==> config.mk <==
export PLATFORM = sky130hd
export DESIGN_NAME = id_ex_stage
export DESIGN_NICKNAME = d
export VERILOG_FILES = /design/src/rtl/cpu_pkg.sv /design/src/rtl/ld_use_detect.sv /design/src/rtl/id_ex_stage.sv
export SDC_FILE = /design/constraint.sdc
export NUM_CORES = 1
export LEC_CHECK = 0
export CORE_ASPECT_RATIO = 1.1
export CORE_MARGIN = 2
export CORE_UTILIZATION = 35
export CTS_CLUSTER_DIAMETER = 30
export DETAILED_ROUTE_END_ITERATION = 7
export GPL_TIMING_DRIVEN = 1
export PLACE_DENSITY = 0.75
export SYNTH_ARGS = -nofsm -noshare
export SYNTH_HDL_FRONTEND = slang
export SYNTH_SLANG_ARGS = --single-unit
==> constraint.sdc <==
create_clock -name clk -period 1.97 [get_ports clk]
set_clock_uncertainty 0.15 [all_clocks]
set_input_delay 0.394 -clock clk [delete_from_list [all_inputs] [get_ports clk]]
set_output_delay 0.394 -clock clk [all_outputs]
set_load 0.02 [all_outputs]
==> src/rtl/cpu_pkg.sv <==
// Shared definitions for the 16-bit 5-stage core: widths, ALU opcodes,
// the ID/EX register layout and the ID/EX control state encoding.
package cpu_pkg;

    localparam int DW   = 16;   // datapath width (RF data, imm, pc)
    localparam int AW   = 4;    // register address width
    localparam int OPW  = 4;    // ALU opcode width
    localparam int CNTW = 16;   // default performance counter width

    typedef enum logic [OPW-1:0] {
        ALU_ADD  = 4'd0,
        ALU_SUB  = 4'd1,
        ALU_AND  = 4'd2,
        ALU_OR   = 4'd3,
        ALU_XOR  = 4'd4,
        ALU_SLL  = 4'd5,
        ALU_SRL  = 4'd6,
        ALU_SRA  = 4'd7,
        ALU_SLT  = 4'd8,
        ALU_SLTU = 4'd9,
        ALU_PASS = 4'd10,
        ALU_LUI  = 4'd11,
        ALU_R12  = 4'd12,
        ALU_R13  = 4'd13,
        ALU_R14  = 4'd14,
        ALU_R15  = 4'd15
    } alu_op_t;

    // RUN: normal flow, BUBBLE: a load-use bubble was just inserted,
    // HOLD: the register is frozen by a downstream stall.
    typedef enum logic [1:0] {
        RUN    = 2'd0,
        BUBBLE = 2'd1,
        HOLD   = 2'd2
    } idex_state_t;

    // Everything the EX stage consumes from ID/EX.
    typedef struct packed {
        logic          vld;
        logic [DW-1:0] p0;
        logic [DW-1:0] p1;
        logic [AW-1:0] p0_addr;
        logic [AW-1:0] p1_addr;
        logic [AW-1:0] dst_addr;
        logic          we;
        logic          ld;
        logic          st;
        alu_op_t       alu_op;
        logic [DW-1:0] imm;
        logic [DW-1:0] pc;
    } idex_t;

endpackage

==> src/rtl/ld_use_detect.sv <==
// Load-use hazard compare: a load sitting in the producing stage whose
// destination is read by the consuming instruction. Purely combinational
// so it can be reused for later-stage checks.
module ld_use_detect
    import cpu_pkg::*;
#(
    parameter int AW = cpu_pkg::AW
) (
    input  logic          prod_vld,
    input  logic          prod_ld,
    input  logic          prod_we,
    input  logic [AW-1:0] prod_dst,
    input  logic          cons_vld,
    input  logic          cons_re0,
    input  logic          cons_re1,
    input  logic [AW-1:0] cons_a0,
    input  logic [AW-1:0] cons_a1,
    output logic          hz
);

    logic match0;
    logic match1;
    logic prod_live;

    // Register 0 is hardwired to zero, so a load "into" it never hazards.
    always_comb begin
        prod_live = prod_vld & prod_ld & prod_we & (|prod_dst);
        match0    = cons_re0 & (cons_a0 == prod_dst);
        match1    = cons_re1 & (cons_a1 == prod_dst);
        hz        = prod_live & cons_vld & (match0 | match1);
    end

endmodule

==> src/rtl/id_ex_stage.sv <==
// ID/EX pipeline register. Captures RF read data and decoded fields,
// inserts a single bubble on load-use, honours downstream stall and
// branch flush, and counts inserted bubbles (saturating).
// The register layout comes from cpu_pkg; DW/AW/OPW are expected to
// match the package values.
module id_ex_stage
    import cpu_pkg::*;
#(
    parameter int DW   = cpu_pkg::DW,
    parameter int AW   = cpu_pkg::AW,
    parameter int OPW  = cpu_pkg::OPW,
    parameter int CNTW = cpu_pkg::CNTW
) (
    input  logic            clk,
    input  logic            rst_n,
    input  logic            id_vld,
    input  logic [AW-1:0]   id_p0_addr,
    input  logic [AW-1:0]   id_p1_addr,
    input  logic            id_re0,
    input  logic            id_re1,
    input  logic [DW-1:0]   id_p0,
    input  logic [DW-1:0]   id_p1,
    input  logic [AW-1:0]   id_dst_addr,
    input  logic            id_we,
    input  logic            id_ld,
    input  logic            id_st,
    input  logic [OPW-1:0]  id_alu_op,
    input  logic [DW-1:0]   id_imm,
    input  logic [DW-1:0]   id_pc,
    input  logic            ex_stall,
    input  logic            flush,
    output logic            stall_id,
    output logic            ex_vld,
    output logic [DW-1:0]   ex_p0,
    output logic [DW-1:0]   ex_p1,
    output logic [AW-1:0]   ex_p0_addr,
    output logic [AW-1:0]   ex_p1_addr,
    output logic [AW-1:0]   ex_dst_addr,
    output logic            ex_we,
    output logic            ex_ld,
    output logic            ex_st,
    output logic [OPW-1:0]  ex_alu_op,
    output logic [DW-1:0]   ex_imm,
    output logic [DW-1:0]   ex_pc,
    output logic [CNTW-1:0] ld_use_cnt
);

    idex_t         r;
    idex_state_t   state;
    logic [CNTW-1:0] cnt;
    logic          hz;
    idex_t         id_pkt;

    ld_use_detect #(.AW(AW)) u_hz (
        .prod_vld (r.vld),
        .prod_ld  (r.ld),
        .prod_we  (r.we),
        .prod_dst (r.dst_addr),
        .cons_vld (id_vld),
        .cons_re0 (id_re0),
        .cons_re1 (id_re1),
        .cons_a0  (id_p0_addr),
        .cons_a1  (id_p1_addr),
        .hz       (hz)
    );

    // Assemble the incoming ID fields into register layout.
    always_comb begin
        id_pkt          = '0;
        id_pkt.vld      = id_vld;
        id_pkt.p0       = id_p0;
        id_pkt.p1       = id_p1;
        id_pkt.p0_addr  = id_p0_addr;
        id_pkt.p1_addr  = id_p1_addr;
        id_pkt.dst_addr = id_dst_addr;
        id_pkt.we       = id_we;
        id_pkt.ld       = id_ld;
        id_pkt.st       = id_st;
        id_pkt.alu_op   = alu_op_t'(id_alu_op);
        id_pkt.imm      = id_imm;
        id_pkt.pc       = id_pc;
    end

    // Hold IF/ID on downstream stall, or on a hazard that a flush is not
    // about to make irrelevant. Forced low while in reset.
    always_comb begin
        stall_id = rst_n & (ex_stall | (hz & ~flush));
    end

    // ID/EX register, control state and bubble counter.
    // Priority: reset > flush > ex_stall > hazard > normal capture.
    always_ff @(posedge clk) begin
        if (!rst_n) begin
            r     <= '0;
            cnt   <= '0;
            state <= RUN;
        end else if (flush) begin
            // Only the control bits matter once the slot is dead.
            r.vld <= 1'b0;
            r.we  <= 1'b0;
            r.ld  <= 1'b0;
            r.st  <= 1'b0;
            state <= RUN;
        end else if (ex_stall) begin
            state <= HOLD;
        end else if (hz) begin
            // Bubble must not write the RF or match any forwarding path.
            r.vld <= 1'b0;
            r.we  <= 1'b0;
            r.ld  <= 1'b0;
            r.st  <= 1'b0;
            if (!(&cnt)) cnt <= cnt + 1'b1;
            state <= BUBBLE;
        end else begin
            r     <= id_pkt;
            state <= RUN;
        end
    end

    // A bubble is always a dead slot, and since it carries no load it can
    // never trigger a second consecutive bubble.
    bubble_is_dead: assert property (@(posedge clk) disable iff (!rst_n)
        (state == BUBBLE) |-> (!ex_vld && !ex_we && !ex_ld));
    single_bubble: assert property (@(posedge clk) disable iff (!rst_n)
        (state == BUBBLE) |=> (state != BUBBLE));

    // Drive the flat EX-side ports from the register.
    always_comb begin
        ex_vld      = r.vld;
        ex_p0       = r.p0;
        ex_p1       = r.p1;
        ex_p0_addr  = r.p0_addr;
        ex_p1_addr  = r.p1_addr;
        ex_dst_addr = r.dst_addr;
        ex_we       = r.we;
        ex_ld       = r.ld;
        ex_st       = r.st;
        ex_alu_op   = r.alu_op;
        ex_imm      = r.imm;
        ex_pc       = r.pc;
        ld_use_cnt  = cnt;
    end

endmodule

==> metrics.txt, run 1 <==
GP Congestion=0.779; max-cap viol count=0; Post-synth EDFFs=0; outcome=finished with violations; achievable frequency=424 MHz; register clock-pin slew on the reported worst setup and hold paths=70 ps; initial core utilization=0.360; Cell Chain, Critical Path=nor4_4 -> nor4_4 -> a22oi_2 -> nor2_1 -> o21a_2 -> buf_6; nets=830; Hold Startpoint=id_p1_addr[3]; DRT iter0 DRCs=255; drt first pass iters=4; share of the synthesized area in the top cell type=0.461; routed wire length=15.1 mm; Longest Clk Path Bufs=2; count of synthesis-stage warnings from yosys=0; clk sinks=100; beginning of the critical path=ex_dst_addr[2]; Synth Register Bits=100; asr flop ratio synth=0; count of pins over their slew limit=0; Worst-Skew Late Latency=350 ps; critical path's largest stage delay=430 ps; post-synthesis sequential area ratio=0.461; Area after DPL=0.00664 mm^2; syn nets=591; Rows=42; final-report hold violation count=0; synth cell count leaders=dfxtp_1, nand2_1, nand3_1; Critical Path Most Common Cell=nor4_4; Ant. Diodes=0; VDD IR max=0.000375 V; die area=0.0133 mm^2; worst r2r src=ex_dst_addr[2]; failing checks=negative setup slack; Via density=5.11; number of routed nets with antenna violations=0; CP required=1430 ps; Post-Synthesis Cells=500; setup ws final=-390 ps; Overflow after GRT=0; cell depth of the worst setup path=6; synthesized area per cell=8.69 um^2; worst slew pin tran=1090 ps; post-layout util=0.666; CP startpoint kind=register; post-synth top area cell=dfxtp_1; CTS tree=yes; first-pass GRT wire length=22.4 mm; routed length per instance=16.9 um; Setup Viol. Count Final=95; drt drc=0; Global Route Usage Sum=0.214; reg2reg path depth=10; hold path depth=3; Core Area=0.0121 mm^2; count leader, synth=dfxtp_1; CTS H-Tree Depth=3; die height=121 um; worst endpoint data arrival time=1820 ps; vias in the first global route=4,673; Area growth, synth to finish=85.3%; Lkg Pwr=3.13 nW; CTS root buffer=clkbuf_16; crit path kind=register to primary output; Finished Cell Area=0.00805 mm^2; via count=4,587; total CTS buffers=9; die width=110 um; RSZ-0062 raised after global routing=yes; crit end category=primary output; relative slew slack=0.274; initial antenna violation count=0; fin crit share=1.20; count of cell types in the netlist=39; worst path bufs/invs=1; Most used DFF post-synth=dfxtp_1; share of layout cells above drive strength 1=0.341; Ports=191; Tmin final=2360 ps; Post-DP HPWL=9.17 mm; Syn Std Cell Area=0.00435 mm^2; crit path max fanout=3; top post-synthesis cells by area=dfxtp_1, nand2_1, nand3_1; largest net degree at the start of global routing=185; Tightest Hold Check Type=input port to register; port bufs=190; power density cells=607 mW/mm^2; family with the most delay on the worst path=simple AND/OR/NAND/NOR gates; slowest CP cell=nor4_4
==> path summary, 6_finish.rpt <==
kind | to | slack [ps]
setup / recovery | stall_id | -390
hold reg to reg | ex_p1[5] | 310
hold / removal | ex_p1_addr[3] | 240
setup reg to reg | ex_p1[4] | -320
==> per-stage QoR <==
stage | power [W] | worst slack [ps] | setup TNS, ps | instances | hold WS, ps
floorplan | 0.00255 | -187 | -187 | 500 | 359
global placement | 0.00296 | -932 | -54580 | 851 | 285
detailed placement | 0.00298 | -972 | -57580 | 851 | 290
CTS | 0.00487 | -505 | -27060 | 899 | 301
global route | 0.00509 | -451 | -28810 | 898 | 236
finish | 0.00489 | -390 | -21310 | 898 | 245
==> state kept, by name, indices dropped and copies added, names as in the netlist <==
register / count
ex_alu_op: 4
ex_dst_addr: 4
ex_imm: 16
ex_ld: 1
ex_p0: 16
ex_p0_addr: 4
ex_p1: 16
ex_p1_addr: 4
ex_pc: 16
ex_st: 1
ex_vld: 1
ex_we: 1
ld_use_cnt: 16
==> layer usage <==
metal	up-vias	GRT usage	part of all wire
met3	22	0.0725	0.071
met4	0	0.0664	0.016
met5	-	0	0
met1	2196	0.241	0.39
met2	154	0.377	0.53
li1	2215	-	-
==> power by group <==
group	switching, W	internal (W)
Sequential	0.0000519	0.00210
Clock	0.000839	0.000919
Combinational	0.000463	0.000512
==> worst reg2reg max path: cells and delay by family (launching register included) <==
family,cells,cell delay (ps)
compound gates,2,460
flops,1,370
buf+inv,5,680
simple gates,3,570
==> what timing repair did <==
action	in CTS	in global routing
pin swaps	46	64
cloned	13	1
hold buffers	0	0
buffers inserted	20	8
resized for setup	90	99
setup endpoints to repair	108	110
==> layout by cell type, fill, tap and decap left out, drive strengths merged, types with 6 or more instances in the layout <==
master         Yosys  layout
inv                5       8
nand2             99      99
nor3               6       6
nand3             89      89
clkbuf            25      11
dlygate4sd2        0      17
nand2b             6       6
o21ai             85      85
clkdlybuf4s50      0     159
dfxtp            100     100
xor2               8       8
dlymetal6s2s       0      12
a21boi             8       8
buf               17      80
==> layout make-up <==
class | instances | area (um^2)
well taps | 154 | 193
repair buffers | 270 | 2940
clock inverters | 6 | 56.3
flip-flops and latches | 100 | 2020
fillers | 919 | 4030
clock buffers | 10 | 239
inverters | 5 | 18.8
multi-input cells | 353 | 2580
==> cells by family after synthesis <==
kind of cell,synth area share
AO/OA/AOI/OAI,0.160
AND/OR/NAND/NOR,0.285
adder cells (fa/ha/maj),0.00288
flip-flops,0.461
multiplexers,0.0115
buffers and inverters,0.0636
XOR/XNOR,0.0161
(Power assumes the default switching activity.)
==> run 2, diff against run 1 <==
--- a/config.mk
+++ b/config.mk
@@ -10,8 +10,9 @@
 export CORE_UTILIZATION = 35
 export CTS_CLUSTER_DIAMETER = 30
 export DETAILED_ROUTE_END_ITERATION = 7
-export GPL_TIMING_DRIVEN = 1
+export GPL_TIMING_DRIVEN = 0
 export PLACE_DENSITY = 0.75
+export REMOVE_ABC_BUFFERS = 1
 export SYNTH_ARGS = -nofsm -noshare
 export SYNTH_HDL_FRONTEND = slang
 export SYNTH_SLANG_ARGS = --single-unit
==> metrics.txt, run 2 (synthesis gave the netlist of run 1 again) <==
routed wire length=14.7 mm (-3.2%); Worst-Skew Late Latency=340 ps (about the same); CTS H-Tree Depth=3 (unchanged); routed length per instance=16.6 um (-1.4%); CP startpoint kind=register; final std cells w/o fill=882 (-1.8%); crit path max fanout=2 (-1); number of routed nets with antenna violations=0 (unchanged); DRT iter0 DRCs=194 (-24%); clk sinks=100 (unchanged); max-cap viol count=0 (unchanged); Tightest Hold Check Type=input port to register; Area after DPL=0.00634 mm^2 (-4.5%); commonest non-fill, non-tap cell in the layout=clkdlybuf4s50_1; Via density=5.15 (+0.79%); via count=4,541 (-1.0%); first-pass GRT wire length=21.2 mm (-5.1%); CP required=1430 ps (about the same); fin crit share=1.20 (+0.00370); port bufs=190 (unchanged); crit end category=primary output; Ports=191 (unchanged); relative slew slack=0.572 (+0.298); initial core utilization=0.360 (unchanged); Finished Cell Area=0.00798 mm^2 (-0.89%); die width=110 um (unchanged); final-report hold violation count=0 (unchanged); RSZ-0062 raised after global routing=yes; Core Area=0.0121 mm^2 (unchanged); DP Cell Count=811 (-4.7%); drt first pass iters=4 (unchanged); Rows=42 (unchanged); outcome=finished with violations; most frequent cells in the layout=clkdlybuf4s50_1, nand2_1, dfxtp_1, nand3_2, o21ai_1; worst hold margin=256 ps (+11.1 ps); power density cells=631 mW/mm^2 (+4.0%); share of layout cells above drive strength 1=0.304 (-0.0378); Longest Clk Path Bufs=2 (unchanged); crit path kind=register to primary output; FILL cells=924 (+0.54%); CTS tree=yes; die area=0.0133 mm^2 (unchanged); Setup Viol. Count Final=100 (+5.3%); Overflow after GRT=0 (unchanged); Tmin final=2370 ps (+7.30 ps); worst endpoint data arrival time=1820 ps (about the same); achievable frequency=422 MHz (-0.31%); CTS root buffer=clkbuf_16; die height=121 um (unchanged); Post-DP HPWL=8.27 mm (-9.8%); Global Route Usage Sum=0.203 (-0.0117); vias in the first global route=4,351 (-6.9%); Area growth, synth to finish=83.6%; Lkg Pwr=2.99 nW (-4.6%); drt drc=0 (unchanged); worst slew pin tran=642 ps (-447 ps); count of pins over their slew limit=0 (unchanged); largest net degree at the start of global routing=111 (-40%); nets=814 (-1.9%); failing checks=negative setup slack; register clock-pin slew on the reported worst setup and hold paths=70 ps (about the same); VDD IR max=0.000377 V (+0.54%); post-layout util=0.660 (-0.00590); total CTS buffers=9 (unchanged); Setup TNS=-31,110 ps (-9810 ps); Ant. Diodes=0 (unchanged); initial antenna violation count=0 (unchanged); GP Congestion=0.791 (+1.5%); setup ws final=-397 ps (-7.30 ps)
run 2: cell count changes in the layout (fill, tap and decap cells not counted), moves of 4 or more:
| cell | previous run | this run |
|---|---|---|
| buf_4 | 32 | 20 |
| nand3_2 | 65 | 54 |
| xor2_2 | 3 | 7 |
| buf_6 | 23 | 13 |
| o21ai_2 | 50 | 39 |
| clkdlybuf4s50_1 | 159 | 168 |
| nand3_1 | 19 | 32 |
| dlygate4sd2_1 | 17 | 9 |
| o21ai_1 | 29 | 40 |
run 2: worst max-delay path, stage by stage (launching register included):
cell	delay [ps]
dfxtp_4	360
nor4_4	410
nor4_4	100
a22oi_2	240
nor2_1	60
o21a_1	180
buf_6	130
run 2: final cells by class:
type,count,area [um^2],area share
clock buffer,10,229,0.0287
clock inverter,6,88.8,0.0111
inverter,5,18.8,0.00235
multi-input combinational,355,2570,0.322
sequential,100,2020,0.253
tap,154,193,0.0241
timing repair buffer,252,2870,0.359
run 2: timing repair:
item | in CTS | in global routing
setup buffers | 29 | 16
resized for setup | 93 | 88
endpoints found under the setup margin | 107 | 111
endpoints found under the hold margin | 0 | 0
hold buffers | 0 | 0
pin swaps | 40 | 52
cloned | 13 | 5
run 2: stage by stage:
step	power, W	setup WS [ps]
6_report	0.00504	-397
3_5_place_dp	0.00295	-1650
2_1_floorplan	0.00247	-3240
3_3_place_gp	0.00292	-4950
4_1_cts	0.00504	-366
5_1_grt	0.00522	-470
run 2: path summary, 6_finish.rpt:
kind	from	to	slack, ps	depth (start not counted)
worst max-delay path	ex_dst_addr[0]	stall_id	-400	6
worst min-delay path	id_p0_addr[3]	ex_p0_addr[3]	260	3
worst max register to register	ex_dst_addr[0]	ex_pc[3]	-380	10
worst min register to register	ex_p1[1]	ex_p1[1]	300	2
run 2: where the power goes:
group	internal, W	total [W]	switching (W)
sequential	0.00210	0.00215	0.0000506
clock	0.00111	0.00189	0.000772
combinational	0.000531	0.000996	0.000464
run 2: layer usage:
layer | vias up | share of wire | global-route usage
met2 | 148 | 0.52 | 0.350
met3 | 28 | 0.062 | 0.0446
met4 | 0 | 0.028 | 0.102
met1 | 2176 | 0.39 | 0.231
li1 | 2189 | - | -
met5 | - | 0 | 0
==> run 3, diff against run 2 <==
--- a/config.mk
+++ b/config.mk
@@ -13,6 +13,7 @@
 export GPL_TIMING_DRIVEN = 0
 export PLACE_DENSITY = 0.75
 export REMOVE_ABC_BUFFERS = 1
+export SETUP_SLACK_MARGIN = 0.1
 export SYNTH_ARGS = -nofsm -noshare
 export SYNTH_HDL_FRONTEND = slang
 export SYNTH_SLANG_ARGS = --single-unit
==> metrics.txt, run 3 (synthesis gave the netlist of run 1 again) <==
nets=818 (+0.49%); Worst-Skew Late Latency=340 ps (about the same); RR Endpoint=ex_p0_addr[2]; Worst R2R Setup Slack=-400 ps (-20 ps); Hold Startpoint=id_p0_addr[1]; FILL cells=900 (-2.6%); initial core utilization=0.360 (unchanged); max-cap viol count=0 (unchanged); setup ws final=-428 ps (-31.0 ps); routed wire length=15.2 mm (+3.6%); worst hold margin=250 ps (-5.59 ps); Setup Viol. Count Final=100 (unchanged); post-layout util=0.672 (+0.0121); worst path bufs/invs=6 (+5); worst slew pin tran=699 ps (+57.4 ps); Via density=5.18 (+0.60%); Tmin final=2400 ps (+31.0 ps); most frequent cells in the layout=clkdlybuf4s50_1, nand2_1, dfxtp_1, nand3_2, o21ai_1; Critical Path Most Common Cell=buf_8; achievable frequency=417 MHz (-1.3%); critical path's largest stage delay=640 ps (+230 ps); Rows=42 (unchanged); total CTS buffers=9 (unchanged); crit end category=register; crit path max fanout=12 (+10); clk sinks=100 (unchanged); hold path depth=3 (unchanged); via count=4,589 (+1.1%); initial antenna violation count=0 (unchanged); worst r2r src=ex_dst_addr[0]; footprint of the multi-input gates=0.00258 mm^2 (+0.63%); pre-CTS setup slack=-1650 ps (unchanged); final-report hold violation count=0 (unchanged); count of pins over their slew limit=0 (unchanged); Cell Chain, Critical Path=clkdlybuf4s50_1 -> nor2_1 -> inv_1 -> a221oi_4 -> buf_8 -> buf_8 -> buf_6 -> buf_12 -> nand3_2 -> o21ai_1; slowest CP cell=clkdlybuf4s50_1; VDD IR max=0.000383 V (+1.7%); first-pass GRT wire length=21.5 mm (+1.3%); CTS tree=yes; power density cells=622 mW/mm^2 (-1.4%); relative slew slack=0.534 (-0.0382); outcome=finished with violations; number of routed nets with antenna violations=0 (unchanged); commonest non-fill, non-tap cell in the layout=clkdlybuf4s50_1; Longest Clk Path Bufs=2 (unchanged); die height=121 um (unchanged); Global Route Usage Sum=0.205 (+0.00257); CTS root buffer=clkbuf_16; Tightest Hold Check Type=input port to register; Core Area=0.0121 mm^2 (unchanged); failing checks=negative setup slack; drt drc=0 (unchanged); Register Area=0.00202 mm^2 (unchanged); Ant. Diodes=0 (unchanged); DP Cell Count=811 (unchanged); routed length per instance=17.1 um (+3.1%); register clock-pin slew on the reported worst setup and hold paths=60 ps (about the same); die area=0.0133 mm^2 (unchanged); final std cells w/o fill=886 (+0.45%); family with the most delay on the worst path=buffers and inverters; # hold bufs at CTS=0 (unchanged); total power=0.00506 W (+0.39%); worst endpoint data arrival time=2500 ps (+680 ps); fin crit share=1.22 (+0.0158); GP Congestion=0.791 (unchanged); port bufs=190 (unchanged); Ports=191 (unchanged); CP required=2070 ps (+640 ps); Post-DP HPWL=8.27 mm (unchanged); reg2reg path depth=10 (unchanged); CTS H-Tree Depth=3 (unchanged); RSZ-0062 raised after global routing=yes; DRT iter0 DRCs=211 (+8.8%); CP startpoint kind=input port; Area growth, synth to finish=87.0%; die width=110 um (unchanged); Lkg Pwr=3.44 nW (+15%); crit path kind=input port to register; largest net degree at the start of global routing=111 (unchanged); Overflow after GRT=0 (unchanged); Hold EP=ex_p0_addr[1]; drt first pass iters=4 (unchanged); vias in the first global route=4,390 (+0.90%); share of layout cells above drive strength 1=0.310 (+0.00654)
run 3: how the worst max path moves through the flow:
stage | from | endpoint | cells past startpoint
2_1_floorplan | ex_dst_addr[1] | ex_alu_op[3] | 4
3_3_place_gp | id_p1_addr[1] | ex_alu_op[3] | 6
6_report | ex_stall | ex_p0_addr[2] | 10
4_1_cts | ex_dst_addr[2] | stall_id | 6
3_5_place_dp | id_p1_addr[0] | stall_id | 7
5_1_grt | ex_stall | ex_p0_addr[2] | 10
run 3: metal layers:
| layer | GRT usage | wire length (um) | vias up | part of all wire |
|---|---|---|---|---|
| met5 | 0 | 0 | - | 0 |
| met4 | 0.103 | 409 | 0 | 0.027 |
| met3 | 0.0446 | 899 | 27 | 0.059 |
| met2 | 0.357 | 8070 | 158 | 0.53 |
| met1 | 0.233 | 5800 | 2211 | 0.38 |
| li1 | - | - | 2193 | - |
run 3: per-stage QoR:
stage	area, um^2	setup TNS [ps]
2_1_floorplan	4090	-262240
3_3_place_gp	6180	-459560
3_5_place_dp	6340	-86550
4_1_cts	7560	-24060
5_1_grt	8130	-41330
6_report	8130	-32960
run 3: area by class of cell:
| class | instances | area share |
|---|---|---|
| Inverter | 5 | 0.00231 |
| Sequential cell | 100 | 0.248 |
| Timing Repair Buffer | 256 | 0.369 |
| Tap cell | 154 | 0.0237 |
| Multi-Input combinational cell | 355 | 0.318 |
| Clock buffer | 10 | 0.0282 |
| Clock inverter | 6 | 0.0109 |
run 3: what timing repair did:
item,CTS,global route
cloned,13,4
gates resized for setup,120,102
pin swaps,42,52
hold endpoints to repair,0,0
setup buffers,30,15
endpoints found under the setup margin,128,127
run 3: power breakdown:
part	internal, W	leakage (nW)	total (W)	switching [W]
logic	0.000540	2.47	0.00101	0.000474
registers	0.00210	0.820	0.00215	0.0000509
clock network	0.00111	0.149	0.00189	0.000773
run 3: tightest hold or removal path, stage by stage:
cell,delay [ps]
dlymetal6s2s_1,160
nand3_2,70
o21ai_1,60
